## config.mk

```make
export PLATFORM = sky130hd
export DESIGN_NAME = input_ctrl_flat
export DESIGN_NICKNAME = d
export VERILOG_FILES = /design/src/rtl/io_pkg.sv /design/src/rtl/input_ctrl_if.sv /design/src/rtl/key_debouncer.sv /design/src/rtl/input_ctrl.sv /design/src/flat_wrapper.sv
export SDC_FILE = /design/constraint.sdc
export NUM_CORES = 1
export LEC_CHECK = 0
export ABC_AREA = 1
export BUFFER_PORTS_ARGS = -buffer_cell sky130_fd_sc_hd__buf_2
export CAP_MARGIN = 10
export CORE_MARGIN = 2
export CORE_UTILIZATION = 37
export CTS_CLUSTER_DIAMETER = 80
export DETAILED_ROUTE_END_ITERATION = 7
export PLACE_DENSITY_LB_ADDON = 0.15
export SYNTH_ARGS = -nofsm -noshare
export SYNTH_HDL_FRONTEND = slang
export SYNTH_SLANG_ARGS = --single-unit
```

## constraint.sdc

```tcl
create_clock -name clk -period 2 [get_ports clk]
set_input_delay 0.4 -clock clk [delete_from_list [all_inputs] [get_ports clk]]
set_output_delay 0.4 -clock clk [all_outputs]
set_load 0.1 [all_outputs]
```

## src/rtl/io_pkg.sv

```systemverilog
// Shared definitions for the board I/O stages: FSM states, key polarity and
// debounce counter sizing.
package io_pkg;

  typedef enum logic [1:0] {
    StIdle,
    StArm,
    StWaitPress,
    StDone
  } io_state_e;

  localparam logic        KEY_ACTIVE       = 1'b0;
  localparam int unsigned DEBOUNCE_DEFAULT = 500000;

  // Width of a counter that must reach n-1; never narrower than one bit.
  function automatic int unsigned cnt_width(input int unsigned n);
    return (n > 1) ? $clog2(n) : 1;
  endfunction

  localparam int unsigned DEBOUNCE_CNT_W = cnt_width(DEBOUNCE_DEFAULT);

endpackage

```

## src/rtl/input_ctrl_if.sv

```systemverilog
// Core-side handshake of the `in` instruction: request in, waiting flag,
// captured data and its valid pulse out.
interface input_ctrl_if;

  logic        in_req;
  logic        in;
  logic [31:0] in_data;
  logic        in_valid;

  modport master (
    output in_req,
    input  in,
    input  in_data,
    input  in_valid
  );

  modport slave (
    input  in_req,
    output in,
    output in_data,
    output in_valid
  );

endinterface

```

## src/rtl/key_debouncer.sv

```systemverilog
// Synchronizes and debounces the push button; emits the debounced level and a
// one-cycle press pulse on the edge the level goes active.
module key_debouncer
  import io_pkg::*;
#(
  parameter int unsigned DEBOUNCE_CYCLES = DEBOUNCE_DEFAULT
) (
  input  logic clk,
  input  logic rst_n,
  input  logic key_n,
  output logic key_db,
  output logic press
);

  localparam int unsigned CNT_W = cnt_width(DEBOUNCE_CYCLES);

  logic             key_s1_q, key_s2_q;
  logic             key_db_q;
  logic [CNT_W-1:0] cnt_q;
  logic             differ;
  logic             flip;

  always_comb begin
    differ = (key_s2_q != key_db_q);
    flip   = differ && (cnt_q == CNT_W'(DEBOUNCE_CYCLES - 1));
  end

  always_ff @(posedge clk or negedge rst_n) begin
    if (!rst_n) begin
      key_s1_q <= 1'b1;
      key_s2_q <= 1'b1;
      key_db_q <= 1'b1;
      cnt_q    <= '0;
    end else begin
      key_s1_q <= key_n;
      key_s2_q <= key_s1_q;
      if (!differ) begin
        cnt_q <= '0;
      end else if (flip) begin
        cnt_q    <= '0;
        key_db_q <= ~key_db_q;
      end else begin
        cnt_q <= cnt_q + 1'b1;
      end
    end
  end

  assign key_db = key_db_q;
  // Fires in the cycle before key_db falls, so consumers act on that same edge.
  assign press  = flip && (key_db_q != KEY_ACTIVE);

endmodule

```

## src/rtl/input_ctrl.sv

```systemverilog
// Serves the core's `in` instruction: flags the wait, requires a fresh button
// press, then returns the synchronized switches with a one-cycle valid.
module input_ctrl
  import io_pkg::*;
#(
  parameter int unsigned SW_W            = 16,
  parameter int unsigned DEBOUNCE_CYCLES = DEBOUNCE_DEFAULT
) (
  input  logic            clk,
  input  logic            rst_n,
  input  logic            key_n,
  input  logic [SW_W-1:0] sw,
  input_ctrl_if.slave     bus
);

  logic [SW_W-1:0] sw_s1_q, sw_s2_q;
  logic            key_db;
  logic            press;
  io_state_e       state_q;
  logic            in_q;
  logic            valid_q;
  logic [31:0]     data_q;

  key_debouncer #(
    .DEBOUNCE_CYCLES (DEBOUNCE_CYCLES)
  ) u_key_debouncer (
    .clk    (clk),
    .rst_n  (rst_n),
    .key_n  (key_n),
    .key_db (key_db),
    .press  (press)
  );

  always_ff @(posedge clk or negedge rst_n) begin
    if (!rst_n) begin
      sw_s1_q <= '0;
      sw_s2_q <= '0;
    end else begin
      sw_s1_q <= sw;
      sw_s2_q <= sw_s1_q;
    end
  end

  always_ff @(posedge clk or negedge rst_n) begin
    if (!rst_n) begin
      state_q <= StIdle;
      in_q    <= 1'b0;
      valid_q <= 1'b0;
      data_q  <= '0;
    end else begin
      valid_q <= 1'b0;
      case (state_q)
        StIdle: begin
          if (bus.in_req) begin
            state_q <= StArm;
            in_q    <= 1'b1;
          end
        end
        // A button held when the request arrives must be released first.
        StArm: begin
          if (key_db != KEY_ACTIVE) state_q <= StWaitPress;
        end
        StWaitPress: begin
          if (press) begin
            data_q  <= 32'(sw_s2_q);
            state_q <= StDone;
            in_q    <= 1'b0;
            valid_q <= 1'b1;
          end
        end
        StDone: begin
          state_q <= StIdle;
        end
        default: begin
          state_q <= StIdle;
        end
      endcase
    end
  end

  assign bus.in       = in_q;
  assign bus.in_valid = valid_q;
  assign bus.in_data  = data_q;

endmodule

```

## src/flat_wrapper.sv

```systemverilog
// flat-port wrapper written by rule: the top's interface ports become plain ports
module input_ctrl_flat import io_pkg::*;
#(
  parameter int unsigned SW_W            = 16,
  parameter int unsigned DEBOUNCE_CYCLES = DEBOUNCE_DEFAULT
)
  (clk, rst_n, key_n, sw, bus_in_req, bus_in, bus_in_data, bus_in_valid);
  input_ctrl_if bus_i ();
  input  logic clk;
  input  logic rst_n;
  input  logic key_n;
  input  logic [SW_W-1:0] sw;
  input wire logic [$bits(bus_i.in_req)-1:0] bus_in_req;
  output wire logic [$bits(bus_i.in)-1:0] bus_in;
  output wire logic [$bits(bus_i.in_data)-1:0] bus_in_data;
  output wire logic [$bits(bus_i.in_valid)-1:0] bus_in_valid;
  assign bus_i.in_req = bus_in_req;
  assign bus_in = bus_i.in;
  assign bus_in_data = bus_i.in_data;
  assign bus_in_valid = bus_i.in_valid;
  input_ctrl #(.SW_W(SW_W), .DEBOUNCE_CYCLES(DEBOUNCE_CYCLES)) u_core (.clk(clk), .rst_n(rst_n), .key_n(key_n), .sw(sw), .bus(bus_i));
endmodule
```

==> results of run 1 <==
==> sequential cells by signal (all words and copies together), names as in the netlist <==
name,flops
u_core.bus.in_valid,1
u_core.sw_s1_q,16
u_core.u_key_debouncer.key_s2_q,1
u_core.u_key_debouncer.key_db,1
u_core.u_key_debouncer.key_s1_q,1
u_core.bus.in_data,16
u_core.bus.in,1
u_core.u_key_debouncer.cnt_q,19
u_core.state_q,2
u_core.sw_s2_q,16
==> cell usage in the layout, fill, tap and decap left out, types with 2 or more instances in the layout <==
master	n
sky130_fd_sc_hd__clkbuf_8	9
sky130_fd_sc_hd__xor2_1	5
sky130_fd_sc_hd__buf_12	2
sky130_fd_sc_hd__nand4_1	6
sky130_fd_sc_hd__nand3_1	10
sky130_fd_sc_hd__inv_2	4
sky130_fd_sc_hd__bufinv_16	3
sky130_fd_sc_hd__ha_1	4
sky130_fd_sc_hd__xnor2_1	2
sky130_fd_sc_hd__dfrtp_1	71
sky130_fd_sc_hd__nor3_1	9
sky130_fd_sc_hd__conb_1	16
sky130_fd_sc_hd__o21ai_0	4
sky130_fd_sc_hd__nand2_1	78
sky130_fd_sc_hd__inv_1	23
sky130_fd_sc_hd__nor2_2	3
sky130_fd_sc_hd__dfstp_2	3
sky130_fd_sc_hd__a21oi_1	3
sky130_fd_sc_hd__nand3_2	3
sky130_fd_sc_hd__buf_2	37
sky130_fd_sc_hd__nor2_1	36
sky130_fd_sc_hd__nand2_2	12
==> logic make-up after synthesis <==
kind of cell	count (synthesis)	share of synthesized area [%]
and+or+nand+nor	161	24.4
buffers and inverters	47	8.52
other	1	0.125
adders and majority gates	4	1.66
xor gates and xnor gates	7	2.04
AOI/OAI and AO/OA	9	1.62
DFF	74	61.6
==> report_power, final <==
part           switching [mW]  leakage, nW  internal [mW]
Combinational           0.388        0.732          0.113
Clock                   0.546        0.121          0.834
Sequential             0.0354        0.940           1.57
==> worst max-delay path, cell delays in order, from the launching register on <==
cell and delay [ns]:
sky130_fd_sc_hd__dfrtp_1 0.37, sky130_fd_sc_hd__ha_1 0.20, sky130_fd_sc_hd__nand3_2 0.14, sky130_fd_sc_hd__nor2_2 0.17, sky130_fd_sc_hd__nand2_1 0.09, sky130_fd_sc_hd__nor2_1 0.18, sky130_fd_sc_hd__inv_1 0.08, sky130_fd_sc_hd__o21bai_1 0.12
sky130_fd_sc_hd__nand2_1 0.06, sky130_fd_sc_hd__nor2_1 0.08
==> layer usage <==
metal / vias up / wire length [um] / GRT usage (%)
met2: 47 / 2380 / 20.7
met1: 922 / 2530 / 17.1
li1: 1003 / - / -
met4: 0 / 109 / 5.68
met3: 9 / 264 / 4.25
met5: - / 0 / 0
==> final timing paths <==
kind	cells after the start	slack, ns	start	endpoint
setup / recovery	9	0.44	u_core.u_key_debouncer.cnt_q[0]$_DFF_PN0_	u_core.u_key_debouncer.cnt_q[16]$_DFF_PN0_
hold / removal	1	0.16	key_n	u_core.u_key_debouncer.key_s1_q$_DFF_PN1_
setup reg to reg	9	0.44	u_core.u_key_debouncer.cnt_q[0]$_DFF_PN0_	u_core.u_key_debouncer.cnt_q[16]$_DFF_PN0_
hold reg to reg	0	0.35	u_core.sw_s1_q[13]$_DFF_PN0_	u_core.sw_s2_q[13]$_DFF_PN0_
max in group asynchronous	3	0.86	rst_n	u_core.u_key_debouncer.key_db$_DFFE_PN1P_
min in group asynchronous	2	0.53	rst_n	u_core.sw_s2_q[13]$_DFF_PN0_
==> per-stage QoR <==
stage / cells / power [mW]
2_1_floorplan: 318 / 2.05
3_3_place_gp: 442 / 2.14
3_5_place_dp: 442 / 2.14
4_1_cts: 459 / 3.55
5_1_grt: 459 / 3.66
6_report: 459 / 3.49
==> layout make-up <==
type                       instances  area share, %
timing repair buffer              41           6.87
multi-input combinational        197           27.1
clock inverter                     6           3.19
clock buffer                      10           3.61
inverter                          29           3.15
tap                              102           3.61
sequential                        74           52.5
==> implementation parameters, run 1 <==
Parameter                              Value

Status
  Result of the run    finished, final reports clean

Clock network
  Number of H-tree levels    3
  Post-CTS setup buffers    0
  Quantity of hold-fixing buffers added after cts    1
  Clock-pin slew reported for the worst setup and hold paths after clock tree synthesis    0.08 ns
  Clock insertion delay at the later pin of the skew report    0.34 ns
  Count of clock tree sinks    74
  TritonCTS clock tree    done
  Number of buffers on the longest clock path    2
  Clock buffer count from CTS    9
  Clock Tree Root    sky130_fd_sc_hd__clkbuf_8
  Resized cells post-CTS    0

Placement
  Total of buffers placed on input and output ports    37
  GPL Wtd Cong    0.871
  Post-place instance area    3280 um2
  Post-placement worst setup slack    0.435 ns
  Half-perimeter wire length after placement    3.71 mm

Floorplan
  Placeable core area    7810 um2
  Cell row count    32
  I/O pin total    54
  Die ar.    8880 um2
  Die width    94.2 um
  Height of the die    94.2 um
  Initial core utilization    38.6%

Critical path
  Required arrival time at the worst endpoint    2.27 ns
  Kind of end point of the critical path    flip-flop
  Data arrival, critical path    1.83 ns
  Category of the most critical setup path    reg -> reg
  Largest fanout on the critical path    4
  Setup crit start kind    flip-flop

Run
  Max-cap violation count    0

Yosys
  Post-synth EDFFs    0
  Syn. warnings    0
  Sequential share of the synthesized area    61.6%
  Post-synthesis cell type count    29
  Avg Inst Size Synth    9.94 um2
  FFs w/ async S/R, synth    100%
  Cell types with the largest area share after synthesis    sky130_fd_sc_hd__dfrtp_1 (59%), sky130_fd_sc_hd__nand2_1 (9.7%), sky130_fd_sc_hd__nor2_1 (4.5%)
  Number of instances in the synthesized netlist    303
  Post-Synthesis Cell Area    3010 um2
  Primary FF master, synth    sky130_fd_sc_hd__dfrtp_1
  Cell type contributing the most total cell area after synthesis    sky130_fd_sc_hd__dfrtp_1
  Library cell with the highest instance count after synthesis    sky130_fd_sc_hd__nand2_1
  Number of synthesized register bits    74
  Area share of the largest cell type after synthesis    59.0%
  Most common library cells after synthesis    sky130_fd_sc_hd__nand2_1 (78), sky130_fd_sc_hd__dfrtp_1 (71), sky130_fd_sc_hd__nor2_1 (36)

Detailed routing
  Number of detailed-routing iterations run before antenna repair    4
  Routed wire per std cell    11.5 um
  Drc violations    0
  Wire length after detailed routing    5.28 mm
  Starting DRT DRC Count    116
  Residual antenna-violating net count after detailed routing    0
  DR vias    1981
  Routed vias/inst    4.32

GRT
  Remaining global-route overflow    0
  Vias in the first global route    2000
  Pin count of the biggest net entering global routing    39
  Global router's overall resource usage    13.3%
  Initial antenna violation count    0
  Wire length of the first global-routing pass    9.02 mm

Finish
  Area of all sequential standard cells    1860 um2
  Multi-input logic area    956 um2
  Final Net Count    376
  Finished Core Util    45.3%
  N_diodes    0
  P&R area growth vs syn    17.3%
  Area of all placed cells without fillers    3530 um2
  Final-layout fill cell count    761
  Layout cells sized above 1    23.5%

Pwr
  Power density over the cells    987 nW/um2
  Leakage    1.79 nW
  Peak ir drop on the vdd network    0.000624 V

Timing
  Peak Freq    642 MHz
  Final setup fails    0
  Worst Skew    0.00723 ns
  Hold Vio Cnt, Final    0
  RSZ-0062 raised after global routing    false
  Post-layout min period    1.56 ns
  Share of the cycle needed by the critical path after routing    77.9%
  Post-route setup TNS    0 ns
  Hold Worst Slack    0.155 ns
  Max-slew violation total from the final report    0
  PnR worst setup slack    0.443 ns

Hold path
  Hold Crit Class    in -> reg
Note: power is estimated with default switching activity, not from simulation.
==> inputs of run 2 (changes only) <==
ABC_AREA = 0   (was 1)
clock period = 1.5 ns   (was 2 ns; I/O delays follow)
==> implementation parameters, run 2 <==
Parameter                              Value

Clock network
  Count of clock tree sinks    74
  Clock Tree Root    sky130_fd_sc_hd__clkbuf_8
  Clock-pin slew reported for the worst setup and hold paths after clock tree synthesis    0.08 ns
  Number of H-tree levels    3
  Clock insertion delay at the later pin of the skew report    0.34 ns
  Number of buffers on the longest clock path    2
  Clock buffer count from CTS    9
  TritonCTS clock tree    done

GRT
  Global router's overall resource usage    14.5%
  Pin count of the biggest net entering global routing    56
  Remaining global-route overflow    0
  Vias in the first global route    1974
  Initial antenna violation count    0
  Wire length of the first global-routing pass    9.49 mm

Status
  Failing checks    negative setup slack
  Result of the run    finished with violations

Critical path
  Required arrival time at the worst endpoint    1.72 ns
  Beginning of the worst register-to-register path    u_core.u_key_debouncer.cnt_q[14]$_DFF_PN0_
  Largest fanout on the critical path    8
  Kind of end point of the critical path    flip-flop
  Category of the most critical setup path    reg -> reg
  Cell at the slowest stage of the critical path    sky130_fd_sc_hd__or4_4
  Critical Path Start    u_core.u_key_debouncer.cnt_q[14]$_DFF_PN0_
  Critical Path Max Stage Delay    0.57 ns
  Setup crit start kind    flip-flop
  Data arrival, critical path    2.16 ns
  Cells traversed along the worst timing path    nor4_4 > nand3b_1 > or4_4 > mux2_4

Floorplan
  Placeable core area    7690 um2
  Height of the die    92.7 um
  I/O pin total    54
  Die width    92.7 um
  Initial core utilization    37.9%
  Cell row count    32
  Die ar.    8600 um2

Placement
  Total of buffers placed on input and output ports    37
  GPL Wtd Cong    0.802
  Number of placed instances with taps included    396
  Half-perimeter wire length after placement    3.68 mm

Detailed routing
  Residual antenna-violating net count after detailed routing    0
  Number of detailed-routing iterations run before antenna repair    4
  Routed vias/inst    4.38
  Starting DRT DRC Count    37
  DR vias    1852
  Wire length after detailed routing    5.54 mm
  Routed wire per std cell    13.1 um
  Drc violations    0

Timing
  Peak Freq    516 MHz
  RSZ-0062 raised after global routing    true
  Share of the cycle needed by the critical path after routing    129%
  Post-layout min period    1.94 ns
  PnR worst setup slack    -0.439 ns
  Hold Vio Cnt, Final    0
  Worst Skew    0.00993 ns
  Max-slew violation total from the final report    0
  Final setup fails    40
  Post-route setup TNS    -10.84 ns

Yosys
  Syn. warnings    0
  Number of synthesized register bits    74
  Cell type contributing the most total cell area after synthesis    sky130_fd_sc_hd__dfrtp_1
  FFs w/ async S/R, synth    100%
  Cell types with the largest area share after synthesis    sky130_fd_sc_hd__dfrtp_1 (61%), sky130_fd_sc_hd__mux2_4 (5.2%), sky130_fd_sc_hd__buf_4 (4.1%)
  Library cell with the highest instance count after synthesis    sky130_fd_sc_hd__dfrtp_1
  Post-Synthesis Cell Area    2910 um2
  Post-synthesis cell type count    41
  Area share of the largest cell type after synthesis    61.0%
  Sequential share of the synthesized area    63.7%
  Post-synth EDFFs    0
  Avg Inst Size Synth    13.4 um2
  Most common library cells after synthesis    sky130_fd_sc_hd__dfrtp_1 (71), sky130_fd_sc_hd__nor2_1 (24), sky130_fd_sc_hd__buf_4 (16)
  Primary FF master, synth    sky130_fd_sc_hd__dfrtp_1
  Number of instances in the synthesized netlist    217

Finish
  N_diodes    0
  Final-layout fill cell count    693
  Final Net Count    340
  Largest Register    u_core.u_key_debouncer.cnt_q
  Commonest non-fill, non-tap cell in the layout    sky130_fd_sc_hd__dfrtp_1
  Count of non-filler cells in the finished layout    423
  Commonest cells after routing, fill and taps aside    sky130_fd_sc_hd__dfrtp_1 (71), sky130_fd_sc_hd__buf_4 (44), sky130_fd_sc_hd__buf_2 (37)
  P&R area growth vs syn    35.9%
  Multi-input logic area    1100 um2
  Max reg flops    19
  Layout cells sized above 1    51.4%
  Finished Core Util    51.5%
  Area of all sequential standard cells    1860 um2

Hold path
  Start point of the worst hold path    key_n
  Hold Crit Class    in -> reg

Run
  Max-cap violation count    0

Pwr
  Peak ir drop on the vdd network    0.000588 V
  Leakage    1.89 nW
  Post-layout total power    3.88 mW
  Power density over the cells    981 nW/um2
run 2: cell types whose count changed in the layout (fill, tap and decap cells not counted), moves of 9 or more:
cell,previous run,this run
sky130_fd_sc_hd__xnor2_1,2,13
sky130_fd_sc_hd__buf_4,1,44
sky130_fd_sc_hd__inv_1,23,6
sky130_fd_sc_hd__nand2_1,78,4
sky130_fd_sc_hd__nand2_2,12,0
sky130_fd_sc_hd__nor2_1,36,14
sky130_fd_sc_hd__buf_6,0,9
sky130_fd_sc_hd__mux2_4,0,11
run 2: logic make-up after synthesis:
kind of cell               count (synthesis)  synth area share [%]
and+or+nand+nor                           66                  12.5
buffers and inverters                     28                  6.31
other                                      1                 0.129
DFF                                       74                  63.7
AOI/OAI and AO/OA                         11                  2.92
muxes                                     17                  7.86
adders and majority gates                  4                  1.72
xor gates and xnor gates                  16                  4.81
run 2: through the flow:
stage                     cell area [um2]  hold WS (ns)  setup WS [ns]
after floorplan                      3010       0.00441         -0.515
after global placement               3520         0.329         -0.412
after detailed placement             3520         0.330         -0.437
after CTS                            3890        0.0360         -0.416
after global routing                 3960        0.0392         -0.477
final                                3960        0.0525         -0.439
run 2: worst paths after layout:
path | endpoint | slack (ns) | depth (start not counted)
min in group asynchronous | u_core.sw_s2_q[11]$_DFF_PN0_ | 0.49 | 3
worst max register to register | u_core.bus.in_data[8]$_DFFE_PN0P_ | -0.44 | 4
worst max-delay path | u_core.bus.in_data[8]$_DFFE_PN0P_ | -0.44 | 4
worst min-delay path | u_core.u_key_debouncer.key_s1_q$_DFF_PN1_ | 0.05 | 1
max in group asynchronous | u_core.u_key_debouncer.key_s2_q$_DFF_PN1_ | 0.71 | 3
worst min register to register | u_core.sw_s2_q[13]$_DFF_PN0_ | 0.34 | 0
run 2: layer usage:
| layer | track usage [%] | share of wire [%] | up-vias |
|---|---|---|---|
| li1 | - | - | 915 |
| met4 | 7.11 | 2.0 | 0 |
| met2 | 22.7 | 47 | 36 |
| met5 | 0 | 0 | - |
| met3 | 3.01 | 3.1 | 10 |
| met1 | 19.1 | 47 | 891 |
run 2: timing repair:
action,in CTS,in global routing
setup buffers,4,5
cloned,2,0
gates resized for setup,28,11
setup endpoints to repair,40,40
hold buffers,1,0
endpoints found under the hold margin,71,0
pin swaps,10,6
run 2: cell type report:
cell class,count,share of cell area [%]
flip-flops and latches,74,46.9
multi-input cells,131,27.9
repair buffers,92,16.3
clock buffers,10,3.22
well taps,102,3.22
clock inverters,6,1.68
inverters,8,0.759
run 2: where the power goes:
group / total, mW / internal, mW / leakage (nW) / switching, mW
logic: 0.301 / 0.0555 / 0.849 / 0.246
clock network: 1.52 / 0.775 / 0.101 / 0.743
registers: 2.06 / 2.05 / 0.942 / 0.0157
total: 3.88 / 2.88 / 1.89 / 1.00
run 2: worst max-delay path: cells and delay by family, from the launching register on:
kind	cells	cell delay [ns]
muxes	1	0.33
DFF	1	0.41
and+or+nand+nor	3	1.08
